--- src/rtl/mul4_arbiter.sv ---
// mul4_arbiter: round-robin arbiter and sequencer sharing one unsigned 4x4
// multiplier among NREQ requesters.
//
// Build option: define MUL4_ARB_BYPASS_EN to skip the MUL state. The product
// is then computed from the granted request's operands and registered at the
// handshake edge, which gives a 1-cycle latency.
//
// Ports:
//   clk        clock, rising edge
//   rst        asynchronous active-high reset
//   req_valid  [NREQ]    per-requester operand pair valid
//   req_a      [4*NREQ]  operand A, requester i in bits [4i+3:4i]
//   req_b      [4*NREQ]  operand B, requester i in bits [4i+3:4i]
//   req_ready  [NREQ]    one-hot grant (zero outside IDLE and during reset)
//   rsp_valid            product available
//   rsp_ready            consumer accepts product
//   rsp_y      [8]       unsigned product
//   rsp_id     [ID_W]    owner of rsp_y

// Combinational unsigned 4x4 multiplier built from shifted partial products.
module bit4_multiplier (
   input  logic [3:0] a,
   input  logic [3:0] b,
   output logic [7:0] y
);
   logic [3:0][7:0] pp;

   for (genvar i = 0; i < 4; i++) begin : g_pp
      assign pp[i] = b[i] ? ({4'b0000, a} << i) : 8'h00;
   end

   assign y = pp[0] + pp[1] + pp[2] + pp[3];
endmodule

module mul4_arbiter #(
   parameter int NREQ = 4,
   parameter int ID_W = 2
) (
   input  logic              clk,
   input  logic              rst,
   input  logic [NREQ-1:0]   req_valid,
   input  logic [4*NREQ-1:0] req_a,
   input  logic [4*NREQ-1:0] req_b,
   output logic [NREQ-1:0]   req_ready,
   output logic              rsp_valid,
   input  logic              rsp_ready,
   output logic [7:0]        rsp_y,
   output logic [ID_W-1:0]   rsp_id
);
   typedef enum logic [1:0] {
      S_IDLE = 2'd0,
      S_MUL  = 2'd1,
      S_RSP  = 2'd2
   } state_t;

   state_t          state, state_nx;
   logic [ID_W-1:0] ptr, ptr_nx;
   logic [3:0]      op_a, op_b;
   logic [ID_W-1:0] id_q;

   logic            gnt_any;
   logic [ID_W-1:0] gnt_idx;
   logic [3:0]      gnt_a, gnt_b;
   logic            hs;
   logic [3:0]      mul_a, mul_b;
   logic [7:0]      mul_y;

   // Round-robin scan: first valid requester at or above ptr, wrapping
   // modulo NREQ (NREQ need not be a power of two).
   always_comb begin
      int j;
      j       = 0;
      gnt_any = 1'b0;
      gnt_idx = '0;
      gnt_a   = 4'h0;
      gnt_b   = 4'h0;
      for (int k = 0; k < NREQ; k++) begin
         j = int'(ptr) + k;
         if (j >= NREQ) j = j - NREQ;
         if (!gnt_any && req_valid[j]) begin
            gnt_any = 1'b1;
            gnt_idx = ID_W'(j);
            gnt_a   = req_a[4*j +: 4];
            gnt_b   = req_b[4*j +: 4];
         end
      end
   end

   // Handshake happens only in IDLE; the async reset takes priority in the
   // register block, so no handshake completes on an edge under reset.
   assign hs = (state == S_IDLE) && gnt_any && !rst;

   always_comb begin
      req_ready = '0;
      for (int i = 0; i < NREQ; i++) begin
         if (hs && (gnt_idx == ID_W'(i))) req_ready[i] = 1'b1;
      end
   end

   assign ptr_nx = (gnt_idx == ID_W'(NREQ-1)) ? '0 : gnt_idx + 1'b1;

`ifdef MUL4_ARB_BYPASS_EN
   assign mul_a = gnt_a;
   assign mul_b = gnt_b;
`else
   assign mul_a = op_a;
   assign mul_b = op_b;
`endif

   bit4_multiplier u_mul (
      .a (mul_a),
      .b (mul_b),
      .y (mul_y)
   );

   // Next-state logic
   always_comb begin
      state_nx = state;
      case (state)
         S_IDLE: begin
`ifdef MUL4_ARB_BYPASS_EN
            if (gnt_any) state_nx = S_RSP;
`else
            if (gnt_any) state_nx = S_MUL;
`endif
         end
         S_MUL:   state_nx = S_RSP;
         S_RSP:   if (rsp_ready) state_nx = S_IDLE;
         default: state_nx = S_IDLE;
      endcase
   end

   always_ff @(posedge clk or posedge rst) begin
      if (rst) begin
         state  <= S_IDLE;
         ptr    <= '0;
         op_a   <= 4'h0;
         op_b   <= 4'h0;
         id_q   <= '0;
         rsp_y  <= 8'h00;
         rsp_id <= '0;
      end else begin
         state <= state_nx;
         if (hs) begin
            op_a <= gnt_a;
            op_b <= gnt_b;
            id_q <= gnt_idx;
            ptr  <= ptr_nx;
`ifdef MUL4_ARB_BYPASS_EN
            rsp_y  <= mul_y;
            rsp_id <= gnt_idx;
`endif
         end
`ifndef MUL4_ARB_BYPASS_EN
         if (state == S_MUL) begin
            rsp_y  <= mul_y;
            rsp_id <= id_q;
         end
`endif
      end
   end

   // Decoded from state so the async reset drops it immediately.
   assign rsp_valid = (state == S_RSP);
endmodule

--- config.mk ---
export PLATFORM = sky130hd
export DESIGN_NAME = mul4_arbiter
export DESIGN_NICKNAME = d
export VERILOG_FILES = /design/src/rtl/mul4_arbiter.sv
export SDC_FILE = /design/constraint.sdc
export NUM_CORES = 1
export LEC_CHECK = 0
export BUFFER_PORTS_ARGS = -buffer_cell sky130_fd_sc_hd__buf_2
export CAP_MARGIN = 20
export CORE_ASPECT_RATIO = 0.5
export CORE_MARGIN = 2
export CORE_UTILIZATION = 43
export CTS_CLUSTER_DIAMETER = 120
export CTS_CLUSTER_SIZE = 40
export DETAILED_ROUTE_END_ITERATION = 8
export GPL_TIMING_DRIVEN = 1
export PLACE_DENSITY = 0.61
export REMOVE_ABC_BUFFERS = 1
export SYNTH_ARGS = -nofsm -noshare
export SYNTH_HDL_FRONTEND = slang
export SYNTH_SLANG_ARGS = --single-unit
--- constraint.sdc ---
create_clock -name clk -period 6.8 [get_ports clk]
set_clock_uncertainty 0.05 [all_clocks]
set_input_delay 1.36 -clock clk [delete_from_list [all_inputs] [get_ports clk]]
set_output_delay 1.36 -clock clk [all_outputs]
set_load 0.005 [all_outputs]
## Yosys cells after proc, flatten, opt, wreduce, memory -nomap -nowiden

Index checks and enable logic that the tools add are counted.

| word-level totals | value |
|---|---|
| bits in registers | 24 |
| input port bits | 39 |
| output and inout port bits | 15 |
| logic and storage cells | 101 |

| cells by class | value |
|---|---|
| add/subtract/negate cells | 11 |
| order comparisons | 8 |
| equal/unequal tests | 7 |
| shift-type cells | 8 |
| multiplexer cells | 44 |
| reductions and logical operators | 16 |

Operators by type and width:

| kind | number |
|---|---|
| variable part select 16 x 32 -> 4 bit | 8 |
| < comparator 32 x 4 -> 1 bit, second input constant | 4 |
| 2-to-1 mux 32 bit | 4 |
| 2-to-1 mux 4 bit | 9 |
| 2-to-1 mux 1 bit | 16 |
| 2-to-1 mux 2 bit | 7 |
| subtractor 3 x 3 -> 4 bit, second input constant | 3 |
| greater-or-equal comparator 3 bit, second input constant | 3 |
| logical AND 1 bit | 9 |
| adder 8 x 6 -> 8 bit | 1 |
| adder 8 x 7 -> 8 bit | 1 |
| adder 8 bit | 1 |
| binary-select mux 1 bit (select 2 bit) | 4 |
| 2-to-1 mux 7 bit | 1 |
| adder 2 x 2 -> 3 bit, second input constant | 2 |
| equality test 2 bit, second input constant | 3 |
| 2-to-1 mux 6 bit | 1 |
| one-hot mux 2 bit (3 select lines) | 1 |
| 2-to-1 mux 5 bit | 1 |
| equality test 2 x 1 -> 1 bit, second input constant | 2 |
| zero test 1 bit | 4 |
| zero test 2 bit | 2 |
| subtractor 2 x 3 -> 4 bit, second input constant | 1 |
| adder 2 x 1 -> 3 bit, second input constant | 1 |
| other kinds (5) | 5 |

## Longest topological paths before layout

Gate-level depths: netlist of the first run.

| depth | value |
|---|---|
| word-level depth | 19 |
| depth in mapped cells | 13 |
| depth with buffers taken out | 12 |

## Hierarchy

Synthesis of the first run repeated with hierarchy kept, for this count alone.

| unflattened totals | value |
|---|---|
| cell total of the unflattened synthesis | 250 |
| area total of the unflattened synthesis | 2710.1 µm² |

Modules (own cells, without submodules):

| module | instances | cells an instance | area each (µm²) | sequential area each (µm²) |
|---|---|---|---|---|
| mul4_arbiter | 1 | 204 | 2307.2 | 600.6 |
| bit4_multiplier | 1 | 46 | 402.9 | 0.0 |

## Worst setup path before layout of the first run

OpenSTA, ideal clock, no wires.

| timing | value |
|---|---|
| path kind | input port to output port |
| from | in req_valid[0] |
| to | out req_ready[3] |
| data arrival time | 3.172 ns |
| data required time | 5.390 ns |
| path slack | 2.218 ns |
| stages | 10 |
| path buffers | 2 |
| cell sequence | buf_2 > mux4_2 > nand2b_1 > buf_6 > nor2b_1 > o31a_4 > inv_2 > ha_1 > inv_1 > nor2_1 |

| on the way | value |
|---|---|
| elaborated cells between the ends (all ways) | 31 |
| classes of those cells | eq/ne: 1; mux: 21; reduce/logical: 9 |

RTL lines:

| what | line | source |
|---|---|---|
| from (decl) | 41 | `input logic [NREQ-1:0] req_valid,` |
| binary-select mux 1 bit (select 2 bit) | 80 | `if (!gnt_any && req_valid[j]) begin` |
| 2-to-1 mux 1 bit (not written as such) (2 in series) | 80 |  |
| 2-to-1 mux 1 bit | 80 |  |
| zero test 1 bit | 80 |  |
| logical AND 1 bit | 80 |  |
| 2-to-1 mux 1 bit | 80 |  |
| zero test 1 bit | 80 |  |
| logical AND 1 bit | 80 |  |
| 2-to-1 mux 1 bit | 80 |  |
| zero test 1 bit | 80 |  |
| logical AND 1 bit | 80 |  |
| 2-to-1 mux 2 bit (*) | 80 |  |
| via gnt_idx[0] | 62 | `logic [ID_W-1:0] gnt_idx;` |
| equality test 2 bit (*) | 96 | `if (hs && (gnt_idx == ID_W'(i))) req_ready[i] = 1'b1;` |
| logical AND 1 bit (*) | 96 |  |
| 2-to-1 mux 1 bit (*) | 96 |  |
| to (decl) | 44 | `output logic [NREQ-1:0] req_ready,` |

Mark *: on every way through the listed nets, which the timed path passes. The rest lies on a longest branch. The select of a mux whose other input is x is not followed.

## Worst setup path after layout of the first run

| timing | value |
|---|---|
| from | reg ptr[1] |
| to | out req_ready[3] |

| on the way | value |
|---|---|
| elaborated cells between the ends (all ways) | 46 |
| classes of those cells | add/sub: 7; order compare: 4; eq/ne: 1; mux: 25; reduce/logical: 9 |

RTL lines:

| what | line | source |
|---|---|---|
| from (decl) | 57 | `logic [ID_W-1:0] ptr, ptr_nx;` |
| from (signal assigned) | 148 | `ptr <= ptr_nx;` |
| parallel branches: the longest is 14 deep, another holds subtractor 3 x 3 -> 4 bit | n/a |  |
| 2-to-1 mux 2 bit (*) | 80 |  |
| via gnt_idx[0] | 62 |  |
| equality test 2 bit (*) | 96 |  |
| logical AND 1 bit (*) | 96 |  |
| 2-to-1 mux 1 bit (*) | 96 |  |

Mark *: on every way through the listed nets, which the timed path passes. The select of a mux whose other input is x is not followed.

==> results of run 1 <==
## placed cells by master, fill, tap and decap left out, drive strengths merged, types with 3 or more instances in the layout
cell    synthesis  routed
ha             17      17
clkbuf          8       4
nor4           10      10
nand2          28      28
dfrtp          24      24
a211oi          8       8
mux4           20      20
nor2            7       7
buf            17      55
a221o           8       8
xor2            3       3
mux2            7       7
fa              5       5
a21oi          18      18
and2           12      12
nand2b          4       4
o21ai          10      10
inv            16      16
mux2i          19      19
o221ai          8       8
## sequential cells by signal, indices dropped and copies added, names as in the netlist
| name | cells |
|---|---|
| rsp_y | 8 |
| rsp_id | 2 |
| mul_b | 4 |
| state | 2 |
| mul_a | 4 |
| ptr | 2 |
| id_q | 2 |
## power by group through the flow
| stage | clock (mW) | combinational, mW | sequential, mW |
|---|---|---|---|
| floorplan | 0 | 0.712 | 0.297 |
| global placement | 0 | 0.949 | 0.268 |
| detailed placement | 0 | 0.968 | 0.271 |
| CTS | 0.142 | 0.979 | 0.269 |
| global route | 0.149 | 1.09 | 0.281 |
| finish | 0.138 | 0.979 | 0.269 |
## worst max-delay path by stage
stage / endpoint
floorplan: req_ready[3]
global route: req_ready[1]
CTS: req_ready[3]
detailed placement: req_ready[3]
finish: req_ready[3]
global placement: req_ready[3]
## worst min-delay path: stages, from the launching register on
cell and delay [ns]:
dfrtp_1 0.34, nand2_1 0.04, o21ai_0 0.06
## per-layer routing
layer  global-route usage  part of all wire  vias up
met3              0.01125             0.050        7
li1                     -                 -     1069
met1               0.2758              0.50     1077
met5                    0                 0        -
met4              0.04819             0.014        0
met2               0.2790              0.44       62
## final cells by class
cell class	count	area share
multi-input cells	200	0.6184
repair buffers	55	0.09455
well taps	77	0.03250
flip-flops and latches	24	0.2030
inverters	17	0.02153
clock buffers	4	0.02997
## cell families (layout without fill, tap and decap cells)
group	count (synthesis)	count (layout)	share of synthesized area
AND/OR/NAND/NOR	70	70	0.1317
AO/OA/AOI/OAI	59	59	0.1615
multiplexers	46	46	0.2724
buffers and inverters	42	76	0.07863
flip-flops	24	24	0.2274
adder cells (fa/ha/maj)	22	22	0.1184
XOR/XNOR	3	3	0.009950
==> flow_metrics.env, run 1 <==
export IMPL_dpl_worst_slack_ns=1.679
export IMPL_internal_power_mw=0.7526
export IMPL_clkPwrFrac=0.099
export IMPL_worstSetupEndpointType="output pin"
export IMPL_fin_crit_ns=5.482
export IMPL_ios=54
export IMPL_sequentialPowerShare=0.194
export IMPL_gr_total_overflow=0
export IMPL_vdd_ir_drop_max_mv=0.2141
export IMPL_synth_seq_cells=24
export IMPL_slowest_stage="dfrtp_1"
export IMPL_crit_start="ptr[1]"
export IMPL_place_hpwl_microns=4444
export IMPL_holdPathStages=2
export IMPL_synth_top_cell_area_share=0.2274
export IMPL_crit_family="buffers and inverters"
export IMPL_cts_repair_resized=0
export IMPL_cts_hold_fix_buffers=0
export IMPL_cellPowerDensity_nw_per_um2=467.8
export IMPL_synthArstFlopShare=1.000
export IMPL_grtUsageTotal=0.1800
export IMPL_synth_common_cells="28 x nand2_1, 24 x dfrtp_1, 20 x mux4_2"
export IMPL_syn_area_per_cell_sq_um=9.930
export IMPL_synth_edf_count=0
export IMPL_hold_slack_ns=0.4203
export IMPL_final_cell_area_sq_um=2964
export IMPL_switching_share=0.4572
export IMPL_switching_power_mw=0.6340
export IMPL_power_mw=1.387
export IMPL_dp_cells=373
export IMPL_r2r_cells=7
export IMPL_min_to="rsp_y[5]"
export IMPL_required_ns=5.39
export IMPL_setup_viol=0
export IMPL_cts_root_buffer="clkbuf_16"
export IMPL_rsz0062_at_grt="false"
export IMPL_dieWidth_microns=114.8
export IMPL_crit_chain="clkinv_1, ha_1, mux4_2, nor2b_1, o21ai_2, o31a_4, inv_2, ha_1, inv_1, nor2_1, buf_2"
export IMPL_worst_slew_pin_slew_ns=0.9324
export IMPL_register_area_sq_um=601.8
export IMPL_die_y_microns=59.42
export IMPL_maxSlewViolCount=0
export IMPL_max_cap_violations=0
export IMPL_final_core_util=0.4935
export IMPL_vias_per_cell=5.875
export IMPL_synth_cells=266
export IMPL_core_area_sq_um=6006
export IMPL_ys_types=40
export IMPL_crit_top_cell="ha_1"
export IMPL_start_util=0.4398
export IMPL_yosys_top_cells_area="dfrtp_1 23%, mux4_2 17%, ha_1 8.1%, mux2i_1 7.2%, nand2_1 4.0%"
export IMPL_die_area_sq_um=6824
export IMPL_combPwrFrac=0.706
export IMPL_cts_buffers=3
export IMPL_multi_input_area_sq_um=1833
export IMPL_hold_viol=0
export IMPL_crit_type="flop to output pin"
export IMPL_grt_max_degree=46
export IMPL_finalNonFillerCells=377
export IMPL_synthFlopType="dfrtp_1"
export IMPL_path_depth=11
export IMPL_gp_congestion=0.7909
export IMPL_antenna_found_initial=0
export IMPL_r2r_start="ptr[1]"
export IMPL_cp_max_fo=19
export IMPL_cts_tree="done"
export IMPL_startpoint_type="flop"
export IMPL_nets=362
export IMPL_timing_rr_end="mul_b[2]"
export IMPL_clockBufferDepth=2
export IMPL_clk_pin_slew_ns=0.06
export IMPL_fin_ws_ns=1.318
export IMPL_drt_iter0_drc=141
export IMPL_insertion_delay_ns=0.26
export IMPL_drtAntennaViolNets=0
export IMPL_rrSetupSlack_ns=2.92
export IMPL_max_freq_ghz=0.1824
export IMPL_drive_gt1_frac=0.3100
export IMPL_num_antenna_cells=0
export IMPL_place_area_sq_um=2875
export IMPL_drc_errors=0
export IMPL_slowest_delay_ns=0.69
export IMPL_min_from="rsp_y[5]"
export IMPL_status="finished, final reports clean"
export IMPL_area_growth_pct=12.22
export IMPL_dr_pass1_iters=4
export IMPL_htree_levels=1
export IMPL_cp_data_arrival_time_ns=4.07
export IMPL_cts_setup_buffers=0
export IMPL_wl_microns=5957
export IMPL_synth_most_common_cell="nand2_1"
export IMPL_grt_pass1_wl_microns=9708
export IMPL_setup_tns_ns=0
export IMPL_grt_pass1_vias=2035
export IMPL_portBuffers=53
export IMPL_synth_top_cell_by_area="dfrtp_1"
export IMPL_wl_per_cell_microns=15.80
export IMPL_yosys_warnings=0
export IMPL_max_slew_margin=0.3784
export IMPL_path_buf_inv=4
export IMPL_ys_seq_area_frac=0.2274
export IMPL_num_rows=20
export IMPL_vias=2215
export IMPL_fillerInstances=578
export IMPL_post_route_period_util=0.8061
export IMPL_cts_sinks=24
export IMPL_p_leak_nw=1.370
export IMPL_synth_area_sq_um=2641
export IMPL_min_path_type="flop to flop"
Power figures use the tool's default switching activity.
==> run 2: changes to the inputs <==
--- a/config.mk
+++ b/config.mk
@@ -14,7 +14,7 @@
 export CTS_CLUSTER_SIZE = 40
 export DETAILED_ROUTE_END_ITERATION = 8
 export GPL_TIMING_DRIVEN = 1
-export PLACE_DENSITY = 0.61
+export PLACE_DENSITY = 0.64
 export REMOVE_ABC_BUFFERS = 1
 export SYNTH_ARGS = -nofsm -noshare
 export SYNTH_HDL_FRONTEND = slang
==> constraint.sdc (replaced) <==
create_clock -name clk -period 4.7 [get_ports clk]
set_clock_uncertainty 0.05 [all_clocks]
set_input_delay 0.94 -clock clk [delete_from_list [all_inputs] [get_ports clk]]
set_output_delay 0.94 -clock clk [all_outputs]
set_load 0.005 [all_outputs]
==> run 2 against run 1 <==
Non-clock buffer count rose by 5. Hold slack better by 0.0026 ns. Sequential cell count unchanged. Count of clock-buffer cells in the layout is 1 lower. Setup slack got worse by 0.69 ns. Power grew 50%. Global-route usage increased by 0.42 points. Final cell count grew 1.3%. Clock power rose by 73%. Register-to-register slack worse by 1.2 ns. Cell area rose by 1.8%. Die area stayed put. Critical path type unchanged.
==> flow_metrics.env, run 2 (synthesis gave the netlist of run 1 again) <==
export IMPL_status="finished, final reports clean"
export IMPL_crit_start="ptr[0]"
export IMPL_r2r_start="mul_b[0]"
export IMPL_p_leak_nw=1.401
export IMPL_vias_per_cell=5.804
export IMPL_startpoint_type="flop"
export IMPL_r2r_cells=11
export IMPL_area_growth_pct=14.26
export IMPL_grt_pass1_wl_microns=9991
export IMPL_die_y_microns=59.42
export IMPL_critical_path_endpoint="req_ready[3]"
export IMPL_maxSlewViolCount=0
export IMPL_grt_pass1_vias=2001
export IMPL_dr_pass1_iters=4
export IMPL_cp_max_fo=28
export IMPL_start_util=0.4398
export IMPL_cp_data_arrival_time_ns=3.08
export IMPL_post_route_period_util=0.8661
export IMPL_antenna_found_initial=0
export IMPL_cellPowerDensity_nw_per_um2=687.9
export IMPL_die_area_sq_um=6824
export IMPL_cts_sinks=24
export IMPL_grt_max_degree=29
export IMPL_rrSetupSlack_ns=1.74
export IMPL_clk_pin_slew_ns=0.06
export IMPL_final_cell_area_sq_um=3018
export IMPL_cts_setup_buffers=0
export IMPL_num_rows=20
export IMPL_max_freq_ghz=0.2457
export IMPL_dieWidth_microns=114.8
export IMPL_cts_hold_fix_buffers=0
export IMPL_wl_microns=6012
export IMPL_vias=2217
export IMPL_num_antenna_cells=0
export IMPL_drt_iter0_drc=108
export IMPL_worstSetupEndpointType="output pin"
export IMPL_max_flop_register="rsp_y"
export IMPL_portBuffers=53
export IMPL_vdd_ir_drop_max_mv=0.2903
export IMPL_core_area_sq_um=6006
export IMPL_rsz0062_at_grt="false"
export IMPL_htree_levels=1
export IMPL_final_common_cell="buf_2"
export IMPL_max_cap_violations=0
export IMPL_hold_viol=0
export IMPL_max_slew_margin=0.4092
export IMPL_final_cell_mix="53 x buf_2, 28 x nand2_1, 23 x dfrtp_1, 20 x mux4_2, 19 x mux2i_1"
export IMPL_largest_reg_flops=8
export IMPL_cts_repair_resized=0
export IMPL_fin_crit_ns=4.071
export IMPL_place_area_sq_um=2913
export IMPL_insertion_delay_ns=0.25
export IMPL_timing_rr_end="rsp_y[7]"
export IMPL_nets=367
export IMPL_worst_slew_pin_slew_ns=0.8852
export IMPL_place_hpwl_microns=4584
export IMPL_fillerInstances=563
export IMPL_drc_errors=0
export IMPL_setup_viol=0
export IMPL_grtUsageTotal=0.1842
export IMPL_power_mw=2.076
export IMPL_cts_root_buffer="clkbuf_16"
export IMPL_cts_tree="done"
export IMPL_drive_gt1_frac=0.3213
export IMPL_crit_type="flop to output pin"
export IMPL_required_ns=3.71
export IMPL_wl_per_cell_microns=15.74
export IMPL_cts_buffers=3
export IMPL_drtAntennaViolNets=0
export IMPL_gr_total_overflow=0
export IMPL_min_path_type="flop to flop"
export IMPL_ios=54
export IMPL_gp_congestion=0.9073
export IMPL_clockBufferDepth=2
[run 2: cell types whose count changed in the layout (fill, tap and decap cells not counted), sizes merged]
cell | previous run | this run
clkbuf | 4 | 3
buf | 55 | 60
bufinv | 0 | 1
[run 2: area by class of cell]
class | instances | area, sq um | share of cell area
multi-input cells | 200 | 1833 | 0.6074
flip-flops and latches | 24 | 601.8 | 0.1994
repair buffers | 60 | 317.8 | 0.1053
well taps | 77 | 96.34 | 0.03192
clock buffers | 3 | 75.07 | 0.02488
inverters | 17 | 63.81 | 0.02114
clock inverters | 1 | 30.03 | 0.009950
[run 2: worst min-delay path by stage]
| stage | start | end | slack (ns) | depth (start not counted) |
|---|---|---|---|---|
| final | rsp_y[6] | rsp_y[6] | 0.42 | 2 |
| after global routing | rsp_y[5] | rsp_y[5] | 0.45 | 2 |
| after CTS | rsp_y[6] | rsp_y[6] | 0.43 | 2 |
| after detailed placement | rsp_y[6] | rsp_y[6] | 0.42 | 2 |
| after global placement | rsp_y[7] | rsp_y[7] | 0.41 | 2 |
| after floorplan | id_q[0] | id_q[0] | 0.40 | 2 |
[run 2: critical path, cell delays in order (launching register included)]
cell and delay [ns]:
dfrtp_2 0.37, buf_4 0.38, mux4_2 0.69, nand2b_1 0.33, nor2b_1 0.21, o31a_4 0.32, inv_2 0.09, ha_1 0.18
inv_1 0.05, nor2_1 0.08, buf_2 0.12
[run 2: stage by stage]
step / util / instances / hold slack (ns) / setup TNS, ns / setup slack (ns)
3_5_place_dp: 0.4850 / 378 / 0.4164 / 0 / 0.6671
4_1_cts: 0.5025 / 382 / 0.4302 / 0 / 0.6288
6_report: 0.5025 / 382 / 0.4229 / 0 / 0.6295
3_3_place_gp: 0.4850 / 378 / 0.4082 / 0 / 0.7154
5_1_grt: 0.5025 / 382 / 0.4499 / 0 / 0.4114
2_1_floorplan: - / 241 / 0.3976 / -2.588 / -0.7209
[run 2: power breakdown]
group	internal (mW)	switching (mW)
combinational	0.681	0.781
sequential	0.301	0.0740
clock	0.169	0.0699
[run 2: metal layers]
layer / track usage / vias up / routed length (microns)
li1: - / 1074 / -
met1: 0.2788 / 1058 / 2946
met2: 0.2925 / 77 / 2611
met3: 0.01738 / 8 / 414
met4: 0.03442 / 0 / 40
met5: 0 / - / 0
